<file path="src/rtl/div_unit_pkg.sv">
// Shared ALU op codes and the divider's state encoding.
// The ALU codes match the ones the decoder uses for DIV/DIVU.
package div_unit_pkg;

  localparam logic [5:0] ALU_ADD          = 6'b100000;
  localparam logic [5:0] ALU_SIGNED_DIV   = 6'b011010;
  localparam logic [5:0] ALU_UNSIGNED_DIV = 6'b011011;

  typedef enum logic [1:0] {
    IDLE = 2'd0,
    DIV  = 2'd1,
    DONE = 2'd2
  } state_t;

endpackage

</file>
<file path="src/rtl/div_step.sv">
// One radix-2 restoring division step: shift {rem,quot} left, subtract divisor when it fits.
module div_step #(
  parameter int WIDTH = 32
) (
  input  logic [WIDTH-1:0] rem,
  input  logic [WIDTH-1:0] quot,
  input  logic [WIDTH-1:0] divisor,
  output logic [WIDTH-1:0] rem_nx,
  output logic [WIDTH-1:0] quot_nx
);

  logic [WIDTH:0] shifted;
  logic [WIDTH:0] trial;

  assign shifted = {rem, quot[WIDTH-1]};
  // rem < divisor on entry, so WIDTH+1 bits hold both the shifted value and the sign of the trial
  assign trial   = shifted - {1'b0, divisor};

  always_comb begin
    rem_nx  = shifted[WIDTH-1:0];
    quot_nx = {quot[WIDTH-2:0], 1'b0};
    if (!trial[WIDTH]) begin
      rem_nx  = trial[WIDTH-1:0];
      quot_nx = {quot[WIDTH-2:0], 1'b1};
    end
  end

endmodule

</file>
<file path="src/rtl/div_unit.sv">
// Iterative DIV/DIVU unit: restoring division on magnitudes, sign fix-up on the final load.
// Optional DIV_EARLY_OUT_EN: skip iteration when divisor is zero or |dividend| < |divisor|.
module div_unit
  import div_unit_pkg::*;
#(
  parameter int WIDTH = 32,
  parameter int CNT_W = 6
) (
  input  logic             clk,
  input  logic             resetn,
  input  logic [5:0]       alu_controlE,
  input  logic             start,
  input  logic             flush,
  input  logic [WIDTH-1:0] src_aE,
  input  logic [WIDTH-1:0] src_bE,
  output logic             div_stallE,
  output logic             result_valid,
  output logic [WIDTH-1:0] hi_out,
  output logic [WIDTH-1:0] lo_out
);

  localparam logic [CNT_W-1:0] LAST = CNT_W'(WIDTH - 1);

  state_t           state;
  logic [CNT_W-1:0] cnt;
  logic [WIDTH-1:0] rem, quot, divisor;
  logic [WIDTH-1:0] rem_nx, quot_nx;
  logic             sign_q, sign_r, dz;
  logic             is_signed, is_div, acc, a_neg, b_neg;
  logic [WIDTH-1:0] a_mag, b_mag;

  function automatic logic [WIDTH-1:0] fix(input logic neg, input logic [WIDTH-1:0] v);
    return neg ? -v : v;
  endfunction

  assign is_signed  = (alu_controlE == ALU_SIGNED_DIV);
  assign is_div     = is_signed || (alu_controlE == ALU_UNSIGNED_DIV);
  assign acc        = resetn && start && !flush && (state == IDLE) && is_div;
  assign a_neg      = is_signed && src_aE[WIDTH-1];
  assign b_neg      = is_signed && src_bE[WIDTH-1];
  assign a_mag      = fix(a_neg, src_aE);
  assign b_mag      = fix(b_neg, src_bE);
  assign div_stallE = acc || (state == DIV);

`ifdef DIV_EARLY_OUT_EN
  logic early;
  assign early = (src_bE == '0) || (a_mag < b_mag);
`endif

  div_step #(.WIDTH(WIDTH)) u_step (
    .rem     (rem),
    .quot    (quot),
    .divisor (divisor),
    .rem_nx  (rem_nx),
    .quot_nx (quot_nx)
  );

  always_ff @(posedge clk or negedge resetn) begin
    if (!resetn) begin
      state        <= IDLE;
      cnt          <= '0;
      result_valid <= 1'b0;
      hi_out       <= '0;
      lo_out       <= '0;
      rem          <= '0;
      quot         <= '0;
      divisor      <= '0;
      sign_q       <= 1'b0;
      sign_r       <= 1'b0;
      dz           <= 1'b0;
    end else begin
      result_valid <= 1'b0;
      if (flush) begin
        state <= IDLE;
        cnt   <= '0;
      end else begin
        case (state)
          IDLE: if (acc) begin
            rem     <= '0;
            quot    <= a_mag;
            divisor <= b_mag;
            sign_q  <= a_neg ^ b_neg;
            sign_r  <= a_neg;
            dz      <= (src_bE == '0);
            cnt     <= '0;
            state   <= DIV;
`ifdef DIV_EARLY_OUT_EN
            if (early) begin
              // quotient is 0 and the sign-corrected remainder is the dividend itself
              state        <= DONE;
              result_valid <= 1'b1;
              lo_out       <= (src_bE == '0) ? '1 : '0;
              hi_out       <= src_aE;
            end
`endif
          end
          DIV: begin
            rem  <= rem_nx;
            quot <= quot_nx;
            cnt  <= cnt + 1'b1;
            if (cnt == LAST) begin
              state        <= DONE;
              result_valid <= 1'b1;
              // a zero divisor yields all-ones quotient; remainder fix-up restores the raw dividend
              lo_out       <= dz ? '1 : fix(sign_q, quot_nx);
              hi_out       <= fix(sign_r, rem_nx);
            end
          end
          DONE:    state <= IDLE;
          default: state <= IDLE;
        endcase
      end
    end
  end

endmodule

</file>
<file path="config.mk">
export PLATFORM = sky130hd
export DESIGN_NAME = div_unit
export DESIGN_NICKNAME = d
export VERILOG_FILES = /design/src/rtl/div_unit_pkg.sv /design/src/rtl/div_step.sv /design/src/rtl/div_unit.sv
export SDC_FILE = /design/constraint.sdc
export NUM_CORES = 1
export LEC_CHECK = 0
export CAP_MARGIN = 20
export CORE_ASPECT_RATIO = 0.75
export CORE_MARGIN = 5
export CORE_UTILIZATION = 50
export DETAILED_ROUTE_END_ITERATION = 6
export PLACE_DENSITY = 0.73
export SYNTH_ARGS = -nofsm -noshare
export SYNTH_HDL_FRONTEND = slang
export SYNTH_SLANG_ARGS = --single-unit
</file>
<file path="constraint.sdc">
create_clock -name clk -period 7.7 [get_ports clk]
set_clock_uncertainty 0.1 [all_clocks]
set_input_delay 1.155 -clock clk [delete_from_list [all_inputs] [get_ports clk]]
set_output_delay 1.155 -clock clk [all_outputs]
set_load 0.02 [all_outputs]
</file>
Word level (Yosys, flattened, before mapping). Index checks and enable logic that the tools add are counted.

Bits in registers: 172. Input port bits: 74. Output and inout bits: 66.

Add/sub/neg operators: 6. Equality and inequality tests: 7. Mux-type cells: 21. Bitwise operators: 2. Reductions and logical operators: 18.

Operator list (number): $mux W32 (8); $neg A32 Y32 (4); $pmux W32 S2 (2); $sub A33 B32 Y33 (1); $logic_not A32 Y1 (1); $eq A6 B5 Y1 const B (3); $mux W6 (2); $pmux W6 S2 (1); $reduce_and A3 Y1 (3); $add A6 B1 Y6 const B (1); $logic_and A1 B1 Y1 (6); $mux W2 (3); $mux W1 (4); $pmux W2 S2 (1); $reduce_and A2 Y1 (2); $ne A3 B2 Y1 const B (1); $ne A3 B3 Y1 const B (1); $reduce_bool A3 Y1 (1); $eq A2 B1 Y1 const B (1); $logic_not A2 Y1 (1); $logic_or A1 B1 Y1 (2); $ne A2 B2 Y1 const B (1); $reduce_bool A2 Y1 (1); $logic_not A1 Y1 (1); other kinds (2) (2).

Depth between registers and ports, before layout. Gate-level depths: netlist of the first run.

Depth in word-level cells: 7. Mapped depth: 22. Depth with buffers taken out: 17.

Cells and area by module. Synthesis of the first run repeated with hierarchy kept, for this count alone.

Cells, all modules: 1348. Area, all modules: 11726.2 um^2.

By module, submodules not included: div_unit (instances 1, cells each 1006, area each 9237.6 um^2, sequential area each 4304.1 um^2); div_step (instances 1, cells each 342, area each 2488.6 um^2, sequential area each 0.0 um^2).

Worst setup path after synthesis of the first run. Ideal clock, no wire load.

Kind: reg-to-reg. Start point: register quot[31]. End point: register lo_out[28]. Arrival: 4.633 ns. Data required time: 7.463 ns. Slack: 2.830 ns. Cell stages (with the launch flop): 22. Cell sequence: dfrtp_1 inv_1 ha_1 fa_1 nand2b_2 a211oi_4 o2111ai_1 a31oi_1 o21a_2 buf_4 nor2_8 inv_4 buf_6 buf_6 clkbuf_1 ha_1 nand2_1 or4_4 or4_4 o31ai_2 xor2_1 a21oi_1.

Cells in the longest elaborated chain, start to end: 5.

RTL lines: start, declared (line div_unit.sv:26) `logic [WIDTH-1:0] rem, quot, divisor;`; start signal, assigned (line div_unit.sv:80) `quot <= a_mag;`; start signal, assigned (line div_unit.sv:99) `quot <= quot_nx;`; $sub A33 B32 Y33 (line div_step.sv:17) `assign trial = shifted - {1'b0, divisor};`; $mux W1 (line div_step.sv:22) `if (!trial[WIDTH]) begin`; $neg A32 Y32 (line div_unit.sv:33) `return neg ? -v : v;`; $mux W32 (line div_unit.sv:33); $mux W32 (line div_unit.sv:105) `lo_out <= dz ? '1 : fix(sign_q, quot_nx);`; end signal, assigned (line div_unit.sv:105); end, declared (line div_unit.sv:19) `output logic [WIDTH-1:0] lo_out`.

Every way passes these cells. A chain may end at the register's enable or synchronous reset.

Worst setup path after layout of the first run. Ends and elaborated chain as after synthesis.

==> results of run 1 <==
-- metal layers --
| layer | global-route usage | wire length [um] | part of all wire | up-vias |
|---|---|---|---|---|
| li1 | - | - | - | 5447 |
| met1 | 0.394 | 17200 | 0.50 | 5363 |
| met2 | 0.359 | 14200 | 0.41 | 423 |
| met3 | 0.0566 | 2760 | 0.080 | 46 |
| met4 | 0.0590 | 566 | 0.016 | 0 |
| met5 | 0 | 0 | 0 | - |
-- final cells by class --
| type | count | area (um^2) | share of cell area |
|---|---|---|---|
| Clock buffer | 17 | 425 | 0.0301 |
| Clock inverter | 15 | 186 | 0.0132 |
| Inverter | 54 | 205 | 0.0145 |
| Multi-Input combinational cell | 1189 | 7130 | 0.505 |
| Sequential cell | 172 | 4300 | 0.305 |
| Tap cell | 306 | 383 | 0.0271 |
| Timing Repair Buffer | 149 | 1500 | 0.106 |
-- stage by stage --
| stage | cells | utilization |
|---|---|---|
| after floorplan | 1487 | - |
| after global placement | 1867 | 0.567 |
| after detailed placement | 1867 | 0.567 |
| after CTS | 1899 | 0.593 |
| after global routing | 1902 | 0.595 |
| final | 1902 | 0.595 |
-- registers in the layout, summed over array words and instances (netlist names) --
signal and flops:
result_valid 1, rem 32, lo_out 32, sign_q 1
quot 32, state 2, cnt 6, dz 1
divisor 32, sign_r 1, hi_out 32
-- path summary, 6_finish.rpt --
path / start / to / slack (ns)
max: quot[31]$_DFFE_PN0P_ / lo_out[28]$_DFFE_PN0P_ / 2.28
min: lo_out[2]$_DFFE_PN0P_ / lo_out[2]$_DFFE_PN0P_ / 0.37
max reg2reg: quot[31]$_DFFE_PN0P_ / lo_out[28]$_DFFE_PN0P_ / 2.28
min reg2reg: lo_out[2]$_DFFE_PN0P_ / lo_out[2]$_DFFE_PN0P_ / 0.37
max in group asynchronous: resetn / hi_out[12]$_DFFE_PN0P_ / 5.40
min in group asynchronous: resetn / cnt[4]$_DFFE_PN0P_ / 0.55
-- worst max-delay path, cell delays in order (launching register included) --
cell	delay, ns
sky130_fd_sc_hd__dfrtp_1	0.38
sky130_fd_sc_hd__inv_1	0.07
sky130_fd_sc_hd__ha_1	0.22
sky130_fd_sc_hd__fa_1	0.40
sky130_fd_sc_hd__nand2b_2	0.22
sky130_fd_sc_hd__a211oi_4	0.39
sky130_fd_sc_hd__o2111ai_1	0.24
sky130_fd_sc_hd__a31oi_1	0.27
sky130_fd_sc_hd__o21a_2	0.34
sky130_fd_sc_hd__nor2_8	0.21
sky130_fd_sc_hd__inv_4	0.47
sky130_fd_sc_hd__ha_1	0.28
sky130_fd_sc_hd__nand2_1	0.14
sky130_fd_sc_hd__or4_4	0.56
sky130_fd_sc_hd__or4_4	0.52
sky130_fd_sc_hd__o31ai_2	0.22
sky130_fd_sc_hd__xor2_1	0.18
sky130_fd_sc_hd__a21oi_1	0.09
-- power breakdown --
group	internal [mW]	switching (mW)	total [mW]
logic	0.256	0.422	0.678
clock network	0.444	0.449	0.893
registers	0.949	0.0721	1.02
-- cell usage in the layout (no fill, tap or decap), drive strengths merged, types with 6 or more instances in the layout --
master and n:
or3 14, clkbuf 18, or4 17, nand3b 6
xor2 65, a31oi 11, o31ai 29, dfrtp 172
clkdlybuf4s50 138, nand2b 11, o41ai 13, ha 37
a21oi 125, a21o 13, nand3 16, nor3 36
o21ai 213, inv 62, and2 9, xnor2 72
nand4 11, a211oi 13, nor4 17, nor2 144
buf 10, mux2i 23, o211ai 6, nand2 226
-- logic make-up (layout without fill, tap and decap cells) --
logic type | count (synthesis) | count (layout)
AO/OA/AOI/OAI | 466 | 466
XOR/XNOR | 137 | 137
adder cells (fa/ha/maj) | 38 | 38
buffers and inverters | 126 | 235
flip-flops | 172 | 172
multiplexers | 24 | 24
AND/OR/NAND/NOR | 524 | 524
==> results.txt, run 1 <==
The initial core utilization is 0.503. Setup repair after global routing left no endpoint under its margin. Data arrives at the worst endpoint at 5.65 ns.

Of the total synthesized cell area, the portion taken by AND, OR, NAND and NOR gates is 0.200. The die outline area is roughly 27,000 um^2. The CTS tree is done. Headroom to the max-slew limit came out at 0.288. In the post-synthesis netlist, the biggest area contributors are sky130_fd_sc_hd__dfrtp_1, sky130_fd_sc_hd__o21ai_0, sky130_fd_sc_hd__nand2_1. The worst setup path is launched from a register. Wires add up to 34,700 um. Entering global routing, the biggest net connects 107 pins. The multiplexer share of the synthesized area is 0.0202. The worst register-to-register path has a depth of 17. After synthesis, the largest family of logic cells by area is compound AO/OA/AOI/OAI gates.

The total non-filler cell area in the finished layout came out at 14,100 um^2. The share of final-layout standard cells stronger than drive strength 1 is 0.0476. The number of hold buffers added after CTS was 0. Summed over all layers, the global routing overflow is 0. The number of flip-flops and latches in the synthesized netlist came out at between 150 and 200.

In this run the static leakage power is 5.89 nW. The number of antenna violations at the first check in global routing is 0. The number of warnings printed during yosys synthesis is 0.

Buffers placed on the I/O ports in this run total 139. The floorplan step set the die width to 188 um. The worst setup slack before clock tree synthesis is 2.35 ns.

Relative to the synthesized area, the layout overhead comes to 18.3%. The setup violation total in the final timing report came out at 0. CTS placed an instance of sky130_fd_sc_hd__clkbuf_16 at the clock tree root. The number of H-tree levels is 4. CTS saw 172 sinks.

The clock-pin slew of the registers on the worst-case setup and hold paths came out at 0.09 ns. The synthesized design contains 0 enable-type register cells. The clock period could shrink to 5.42 ns. The aggregate global-route resource usage is 0.253.

The first detailed-routing pass ran for 5 iterations. The sequential fraction of the synthesis area is 0.361. The number of max-capacitance violations reported is 0.

Of the post-synthesis cell area, the dominant cell type holds 0.361. The wire length of the first global-routing pass is between 50,000 and 60,000 um. The measured slew at the worst slew-check pin came out at 1.07 ns. Along the worst hold path, the cell count comes to 2. For the worst setup path, the data required time is between 7 and 8 ns. For this design the ratio of total power to cell area is 183 nW/um^2. The primary flip-flop cell chosen by synthesis mapping is sky130_fd_sc_hd__dfrtp_1. The post-route DRC violation count came out at 0. The total vias in the final route came out at 11.3k.

The number of fillers in the final layout is 2,149. The post-layout worst setup margin is 2.28 ns. In this run the standard cell core region covers between 20,000 and 25,000 um^2. Counting instances in the post-synthesis netlist gives the leading cell types as sky130_fd_sc_hd__nand2_1, sky130_fd_sc_hd__o21ai_0, sky130_fd_sc_hd__dfrtp_1. The mean number of vias per cell came out at 5.93. The violation count after the first detailed-routing iteration is 1,320. The average cell area after synthesis is ~8.0 um^2.

The clock network latency to the later pin of the worst-skew pair is 0.45 ns. After synthesis the cells add up to 11,900 um^2. The placed instances occupy a cell area of 13,500 um^2. The run finished with clean final reports. The number of slew-limit violations in the final report came to 0. Dividing the detail-routed wire length by the instance count gives 18.3 um. The clock buffer count from CTS came out at 17. The total power of the final layout is 2.59 mW. Hold timing on the final database bottoms out at a slack of 0.368 ns.

The synthesized instance count came out at 1,487. The number of setup buffers added after CTS came out at 0. The sum of negative setup slack is 0 ns.

The count of antenna-violating nets left after detailed routing came out at 0. The cell accounting for the most synthesized area is sky130_fd_sc_hd__dfrtp_1. Once the clock tree was built, the resizer swapped 0 gates to a different size. The maximum achievable frequency came out at approximately 0.18 GHz. The count of distinct cell types in the synthesized netlist came out at 77. The number of rows created at floorplan came out at 49. The class of the most critical setup path is reg2reg. The fraction of synthesis flops using an asynchronous set or reset pin is 1.00. The biggest fanout along the worst timing path is 50.

The placed wire-length estimate came out at about 26,000 um. The net count reported at finish came out at 1,695. The post-synthesis share of cell area spent on full adders, half adders and majority gates is 0.0405. The chip height is 144 um. Counting every net in the synthesized netlist gives 1,599.

At the end of routability-driven placement, the weighted congestion stood at 0.972. The I/O pin total came out at 140. The maximum number of buffers from clock root to sink is 2. The number of antenna repair diodes came out at 0. Of the total synthesized cell area, the portion taken by XOR and XNOR cells is 0.101. The number of global-route vias before repair came out at between 10k and 15k. The fraction of the mapped netlist area in compound gates is 0.235. The count of endpoints failing hold in the final timing report is 0. In the post-synthesis netlist, the cell with the most instances is sky130_fd_sc_hd__nand2_1. The part of the cycle the worst path needs is 0.704. The path class of the tightest hold or removal check is reg2reg. The peak ir drop on the vdd network came out at 0.161 mV. The capturing element type of the critical path is a register.
(Power assumes the default switching activity.)
==> run 2, diff against run 1 <==
==> constraint.sdc (replaced) <==
create_clock -name clk -period 5.29 [get_ports clk]
set_clock_uncertainty 0.1 [all_clocks]
set_input_delay 0.7935 -clock clk [delete_from_list [all_inputs] [get_ports clk]]
set_output_delay 0.7935 -clock clk [all_outputs]
set_load 0.02 [all_outputs]
==> run 2 against run 1 <==
  * The run now ends with design-rule violations left
  * Wire length shrank 0.35%
  * Worst hold slack better by 0.0047 ns
  * Core utilization hardly changed
  * Critical endpoint is now hi_out[28]$_DFFE_PN0P_
  * First-iteration DRC count fell by 13%
  * Die area unchanged
  * Register-to-register slack worse by 1.8 ns
  * Global-route usage increased by 0.095 points
  * Highest routed layer unchanged
  * Critical path depth is 1 higher
  * Combinational power up 45%
==> results.txt, run 2 (same netlist as run 1, synthesis figures left out) <==
The mean number of vias per cell is 5.90 (-0.48%). The number of fillers in the final layout is 2,184 (+1.6%). The number of rows created at floorplan was 49 (unchanged). The total non-filler cell area in the finished layout came out at 14,100 um^2 (about the same).

The net count reported at finish came to 1,699 (+0.24%). Leaving out fill and tap cells, the most frequent cell in the layout is sky130_fd_sc_hd__nand2_1. The class of the most critical setup path is reg2reg. The number of iterations in the first detailed-routing pass is 7 (+2). The clock period minus worst slack is 4.80 ns (-0.616 ns). The multi-input gate area in the final layout is 7130 um^2 (unchanged). The violation count after the first detailed-routing iteration is 1,155 (-13%). STA classifies the critical path startpoint as a register. The sum of negative setup slack is 0 ns (unchanged). The number of max-capacitance violations reported is 0 (unchanged).

The worst setup path is captured at a register. The core area was 23,700 um^2 (unchanged). The static power due to leakage came to 5.89 nW (about the same).

The clock-pin slew of the registers on the worst-case setup and hold paths came out at 0.07 ns (-0.02 ns). The die width is 188 um (unchanged). The number of slew-limit violations in the final report came out at 0 (unchanged). The number of hold-repair buffers added at the cts stage came out at 0 (unchanged). The initial core utilization came out at 0.503 (unchanged). The worst setup slack before clock tree synthesis came out at 0.572 ns (-1.78 ns). The peak ir drop on the vdd network came out at 0.214 mV (+33%).

The utilization of the core after routing was 0.595 (about the same). The I/O pin total is 140 (unchanged). The CTS sink count is 172 (unchanged). The required time reported for the critical path endpoint is 5.51 ns (-2.42 ns).

The number of port buffers came to 139 (unchanged). The number of setup buffers added after CTS came out at 0 (unchanged). The final estimated routing congestion in global placement came out at 0.973 (+0.14%). The post-route DRC violation count came out at 2 (+2). The measured slew at the worst slew-check pin is 0.987 ns (-0.0819 ns). The number of antenna violations at the first check in global routing came out at 0 (unchanged). The biggest fanout along the worst timing path came out at 31 (-38%). The tree is rooted in a sky130_fd_sc_hd__clkbuf_16.

The wire length per cell after detailed routing was 18.2 um (-0.50%). The checks that failed: design-rule violations. The run finished, with violations left. The relative area change from synthesis to final layout is 18.3% (about the same).

The maximum achievable frequency came to 0.208 GHz (+13%). The chip height came out at 144 um (unchanged). The min-delay analysis places its worst path in the category reg2reg. The clock buffer count from CTS came to 17 (unchanged). The part of the cycle the worst path needs came out at 0.908 (+0.204). The worst slew margin relative to its limit is 0.325 (+0.0376). The total vias in the final route came out at 11.2k (-0.32%). The number of antenna repair diodes is 0 (unchanged). The setup violation total in the final timing report came to 0 (unchanged). The placed wire-length estimate is 26,400 um (+0.48%). The post-route worst hold slack came out at 0.373 ns (+0.00467 ns).

The maximum number of pins on one net before global-route repair came out at 173 (+62%). Setup repair after global routing left no endpoint under its margin. The count of antenna-violating nets left after detailed routing is 0 (unchanged). The wire length of the first global-routing pass came out at 55,400 um (-0.56%). The die outline area is 27,100 um^2 (unchanged). The arrival time reported for the critical path endpoint came out at 5.02 ns (-0.63 ns). The cell area after placement is 13,500 um^2 (+0.37%). The total power of the final layout is 3.76 mW (+45%). The share of final-layout standard cells stronger than drive strength 1 is 0.0488 (+0.00116).

The number of H-tree levels was 4 (unchanged). The wire length reported by the detailed router came to 34,600 um (-0.35%). The aggregate global-route resource usage came out at 0.254 (+0.000954). The number of global-route vias before repair came out at 10.2k (-1.8%). The area used by sequential logic in the layout came to 4300 um^2 (unchanged).

The count of endpoints failing hold in the final timing report is 0 (unchanged). The overflow left after global routing is 0 (unchanged). The number of gates resized after cts came out at 0 (unchanged). The final non-filler cell total is 1,905 (+0.16%). The total power per unit cell area is 266 nW/um^2 (+45%). TritonCTS built the clock tree. The maximum number of buffers from clock root to sink came out at 2 (unchanged). In the layout the commonest cells are sky130_fd_sc_hd__nand2_1, sky130_fd_sc_hd__o21ai_0, sky130_fd_sc_hd__dfrtp_1. The cell count after placement is 1,872 (+0.27%). The clock network latency to the later pin of the worst-skew pair came out at 0.45 ns (about the same). The post-layout worst setup margin came to 0.486 ns (-1.79 ns).
==> run 2: cell type report <==
class | count | area share
inverters | 54 | 0.0145
clock buffers | 20 | 0.0323
flip-flops and latches | 172 | 0.305
repair buffers | 153 | 0.107
clock inverters | 11 | 0.00939
well taps | 306 | 0.0271
multi-input cells | 1189 | 0.505
==> run 2: final timing paths <==
kind | to | cells past startpoint | startpoint | slack (ns)
hold reg to reg | lo_out[2]$_DFFE_PN0P_ | 2 | lo_out[2]$_DFFE_PN0P_ | 0.37
max in group asynchronous | hi_out[27]$_DFFE_PN0P_ | 2 | resetn | 3.95
min in group asynchronous | quot[18]$_DFFE_PN0P_ | 2 | resetn | 0.40
setup reg to reg | hi_out[28]$_DFFE_PN0P_ | 18 | quot[31]$_DFFE_PN0P_ | 0.49
hold / removal | lo_out[2]$_DFFE_PN0P_ | 2 | lo_out[2]$_DFFE_PN0P_ | 0.37
setup / recovery | hi_out[28]$_DFFE_PN0P_ | 18 | quot[31]$_DFFE_PN0P_ | 0.49
==> run 2: where the power goes <==
group / switching, mW / internal (mW)
Sequential: 0.101 / 1.38
Combinational: 0.611 / 0.374
Clock: 0.568 / 0.724
==> run 2: critical path, cell delays in order (launching register included) <==
cell                        delay, ns
sky130_fd_sc_hd__dfrtp_1         0.37
sky130_fd_sc_hd__inv_1           0.06
sky130_fd_sc_hd__ha_1            0.22
sky130_fd_sc_hd__fa_1            0.40
sky130_fd_sc_hd__nand2b_2        0.22
sky130_fd_sc_hd__a211oi_4        0.39
sky130_fd_sc_hd__o2111ai_1       0.28
sky130_fd_sc_hd__a31oi_1         0.27
sky130_fd_sc_hd__o21a_2          0.34
sky130_fd_sc_hd__nor2_8          0.07
sky130_fd_sc_hd__inv_4           0.06
sky130_fd_sc_hd__buf_4           0.30
sky130_fd_sc_hd__nor2_1          0.08
sky130_fd_sc_hd__a21oi_1         0.21
sky130_fd_sc_hd__ha_1            0.47
sky130_fd_sc_hd__nand3_1         0.27
sky130_fd_sc_hd__o31ai_2         0.32
sky130_fd_sc_hd__xnor2_1         0.15
sky130_fd_sc_hd__o21ai_1         0.07
==> run 2: routing by layer <==
metal	global-route usage	vias to the layer above	routed length, um
met5	0	-	0
met4	0.0640	0	632
met3	0.0573	38	2820
met2	0.354	418	14000
met1	0.398	5351	17100
li1	-	5436	-
==> run 3, diff against run 2 <==
--- a/config.mk
+++ b/config.mk
@@ -6,11 +6,13 @@
 export NUM_CORES = 1
 export LEC_CHECK = 0
 export CAP_MARGIN = 20
+export CELL_PAD_IN_SITES_DETAIL_PLACEMENT = 1
+export CELL_PAD_IN_SITES_GLOBAL_PLACEMENT = 1
 export CORE_ASPECT_RATIO = 0.75
 export CORE_MARGIN = 5
-export CORE_UTILIZATION = 50
+export CORE_UTILIZATION = 43
 export DETAILED_ROUTE_END_ITERATION = 6
-export PLACE_DENSITY = 0.73
+export PLACE_DENSITY_LB_ADDON = 0.1
 export SYNTH_ARGS = -nofsm -noshare
 export SYNTH_HDL_FRONTEND = slang
 export SYNTH_SLANG_ARGS = --single-unit
==> run 3 against run 2 <==
  * Sequential cell count stayed put
  * Setup slack better by 0.0068 ns
  * Wire length is 16% higher
  * Maximum frequency is 0.14% higher
  * Highest routed layer unchanged
  * Worst hold slack worse by 0.18 ns
  * Global-route usage hardly changed
  * The flow now finishes without violations
  * Critical path depth is 1 lower
  * Cell area is 0.99% higher
  * Sequential share of layout area is 0.30 points lower
  * Via count is 1.3% higher
  * Die area is 15% higher
  * First-iteration DRC count is 27% lower
==> results.txt, run 3 (same netlist as run 1, synthesis figures left out) <==
The chip height was 154 um (+7.3%). The number of port buffers is 139 (unchanged). The measured slew at the worst slew-check pin came to 1.11 ns (+0.122 ns). The worst register-to-register path begins at quot[31]$_DFFE_PN0P_.

The number of iterations in the first detailed-routing pass is 5 (-2). The maximum achievable frequency came to 0.208 GHz (+0.14%). The core area is 27,200 um^2 (+15%). The die width is 202 um (+7.4%). The clock-pin slew of the registers on the worst-case setup and hold paths came out at 0.08 ns (about the same). The total non-filler cell area in the finished layout is 14,300 um^2 (+0.99%). The number of slew-limit violations in the final report came out at 0 (unchanged). The maximum number of pins on one net before global-route repair came to 75 (-57%).

The number of cells on the worst reg-to-reg path was 17 (-1). The required time reported for the critical path endpoint came out at 5.50 ns (about the same). The class of the tightest hold or removal check is in2async.

The multi-input gate area in the final layout is 7130 um^2 (unchanged). The class of the most critical setup path is reg2reg. TritonCTS built the clock tree. The count of endpoints failing hold in the final timing report is 0 (unchanged).

The total power per unit cell area came to 278 nW/um^2 (+4.6%). The post-layout worst setup margin is 0.493 ns (+0.00675 ns). The mean number of vias per cell came out at 5.83 (-1.2%). The CTS sink count is 172 (unchanged).

The wire length of the first global-routing pass is 63,700 um (+15%). The number of rows created at floorplan is 52 (+6.1%). The worst register-to-register path ends at lo_out[30]$_DFFE_PN0P_. The number of antenna violations at the first check in global routing came out at 0 (unchanged).

The wire length per cell after detailed routing came to 20.6 um (+13%). The final estimated routing congestion in global placement came to 0.906 (-6.9%). The number of H-tree levels was 4 (unchanged). The I/O pin total is 140 (unchanged).

The count of antenna-violating nets left after detailed routing came out at 0 (unchanged). The net count reported at finish came to 1,701 (+0.12%). The maximum number of buffers from clock root to sink is 2 (unchanged). The kind of start point of the critical path is a register. The worst-case register-to-register setup slack is 0.49 ns (about the same). The biggest fanout along the worst timing path came to 12 (-61%). The capturing element type of the critical path is a register.

The total power of the final layout came to 3.97 mW (+5.6%). The number of global-route vias before repair was 11.1k (+9.1%). The number of max-capacitance violations reported came out at 0 (unchanged).

The post-route DRC violation count is 0 (-2). The initial core utilization is 0.439 (-0.0642). The clock period minus worst slack came out at 4.80 ns (-0.00675 ns). Setup repair after global routing left no endpoint under its margin. The part of the cycle the worst path needs is 0.907 (-0.00128). The violation count after the first detailed-routing iteration is 843 (-27%). The sum of negative setup slack came out at 0 ns (unchanged). The clock buffer count from CTS is 17 (unchanged).

The wire length reported by the detailed router is 40,200 um (+16%). In the layout the commonest cells are sky130_fd_sc_hd__nand2_1, sky130_fd_sc_hd__o21ai_0, sky130_fd_sc_hd__dfrtp_1. The number of hold-repair buffers added at the cts stage is 0 (unchanged). The number of setup buffers added after CTS is 0 (unchanged). The overflow left after global routing is 0 (unchanged).

The setup violation total in the final timing report was 0 (unchanged). The number of fillers in the final layout came out at 3,320 (+52%). The area used by sequential logic in the layout was 4300 um^2 (unchanged).

The aggregate global-route resource usage came out at 0.254 (-0.000385). The worst slew margin relative to its limit came out at 0.261 (-0.0646). The placed wire-length estimate came to 31,200 um (+18%). From synthesis to final layout, the design area changed by 19.5%.

The number of gates resized after cts was 0 (unchanged). The total vias in the final route is 11.4k (+1.3%). The peak ir drop on the vdd network is 0.191 mV (-11%). The root buffer cell chosen for the clock tree is sky130_fd_sc_hd__clkbuf_16. The clock network latency to the later pin of the worst-skew pair came out at 0.45 ns (about the same). The number of antenna repair diodes is 0 (unchanged). The flow ran to the end, and the final reports show no timing, DRC or antenna violations.

The die outline area was 31,200 um^2 (+15%). The cell area after placement was 13,600 um^2 (+0.69%). The arrival time reported for the critical path endpoint came to 5.01 ns (about the same). The worst setup slack before clock tree synthesis is 0.503 ns (-0.0686 ns). The share of final-layout standard cells stronger than drive strength 1 came out at 0.0512 (+0.00241). Leaving out fill and tap cells, the most frequent cell in the layout is sky130_fd_sc_hd__nand2_1.

The static power due to leakage was 5.95 nW (+0.91%).
[run 3: layer usage]
layer  up-vias  GRT usage  part of all wire
met5         -          0                 0
met4         0     0.0414            0.0082
met3        17     0.0509             0.068
met2       332      0.328              0.38
met1      5588      0.430              0.54
li1       5453          -                 -
[run 3: worst max-delay path, stage by stage (launching register included)]
cell                        delay [ns]
sky130_fd_sc_hd__dfrtp_1          0.37
sky130_fd_sc_hd__inv_1            0.07
sky130_fd_sc_hd__ha_1             0.22
sky130_fd_sc_hd__fa_1             0.40
sky130_fd_sc_hd__nand2b_2         0.22
sky130_fd_sc_hd__a211oi_4         0.39
sky130_fd_sc_hd__o2111ai_1        0.22
sky130_fd_sc_hd__a31oi_1          0.24
sky130_fd_sc_hd__o21a_2           0.35
sky130_fd_sc_hd__nor2_8           0.08
sky130_fd_sc_hd__inv_4            0.14
sky130_fd_sc_hd__ha_1             0.20
sky130_fd_sc_hd__nand2_1          0.13
sky130_fd_sc_hd__or4_4            0.55
sky130_fd_sc_hd__or4_4            0.52
sky130_fd_sc_hd__o21ai_1          0.19
sky130_fd_sc_hd__xor2_1           0.18
sky130_fd_sc_hd__a21oi_1          0.09
[run 3: report_power, final]
part	internal (mW)	total [mW]	switching, mW
Clock	0.812	1.42	0.613
Sequential	1.38	1.50	0.117
Combinational	0.378	1.05	0.671
[run 3: how the worst max path moves through the flow]
| stage | startpoint | to | slack, ns | depth (start not counted) |
|---|---|---|---|---|
| 2_1_floorplan | quot[31]$_DFFE_PN0P_ | lo_out[28]$_DFFE_PN0P_ | 0.42 | 21 |
| 3_3_place_gp | quot[31]$_DFFE_PN0P_ | lo_out[28]$_DFFE_PN0P_ | 0.62 | 17 |
| 3_5_place_dp | quot[31]$_DFFE_PN0P_ | lo_out[28]$_DFFE_PN0P_ | 0.50 | 17 |
| 4_1_cts | quot[31]$_DFFE_PN0P_ | lo_out[30]$_DFFE_PN0P_ | 0.50 | 17 |
| 5_1_grt | quot[31]$_DFFE_PN0P_ | lo_out[30]$_DFFE_PN0P_ | 0.22 | 17 |
| 6_report | quot[31]$_DFFE_PN0P_ | lo_out[30]$_DFFE_PN0P_ | 0.49 | 17 |
[run 3: per-stage QoR]
stage | std cells | util | hold WS [ns]
final | 1953 | 0.524 | 0.192
after CTS | 1953 | 0.524 | 0.192
after detailed placement | 1921 | 0.500 | 0.371
after global routing | 1953 | 0.524 | 0.221
after floorplan | 1487 | - | 0.350
after global placement | 1920 | 0.499 | 0.360
[run 3: area by class of cell]
| type | count | share of cell area |
|---|---|---|
| clock inverters | 15 | 0.0161 |
| inverters | 54 | 0.0144 |
| repair buffers | 155 | 0.107 |
| flip-flops and latches | 172 | 0.302 |
| clock buffers | 17 | 0.0298 |
| multi-input cells | 1189 | 0.500 |
| well taps | 351 | 0.0308 |
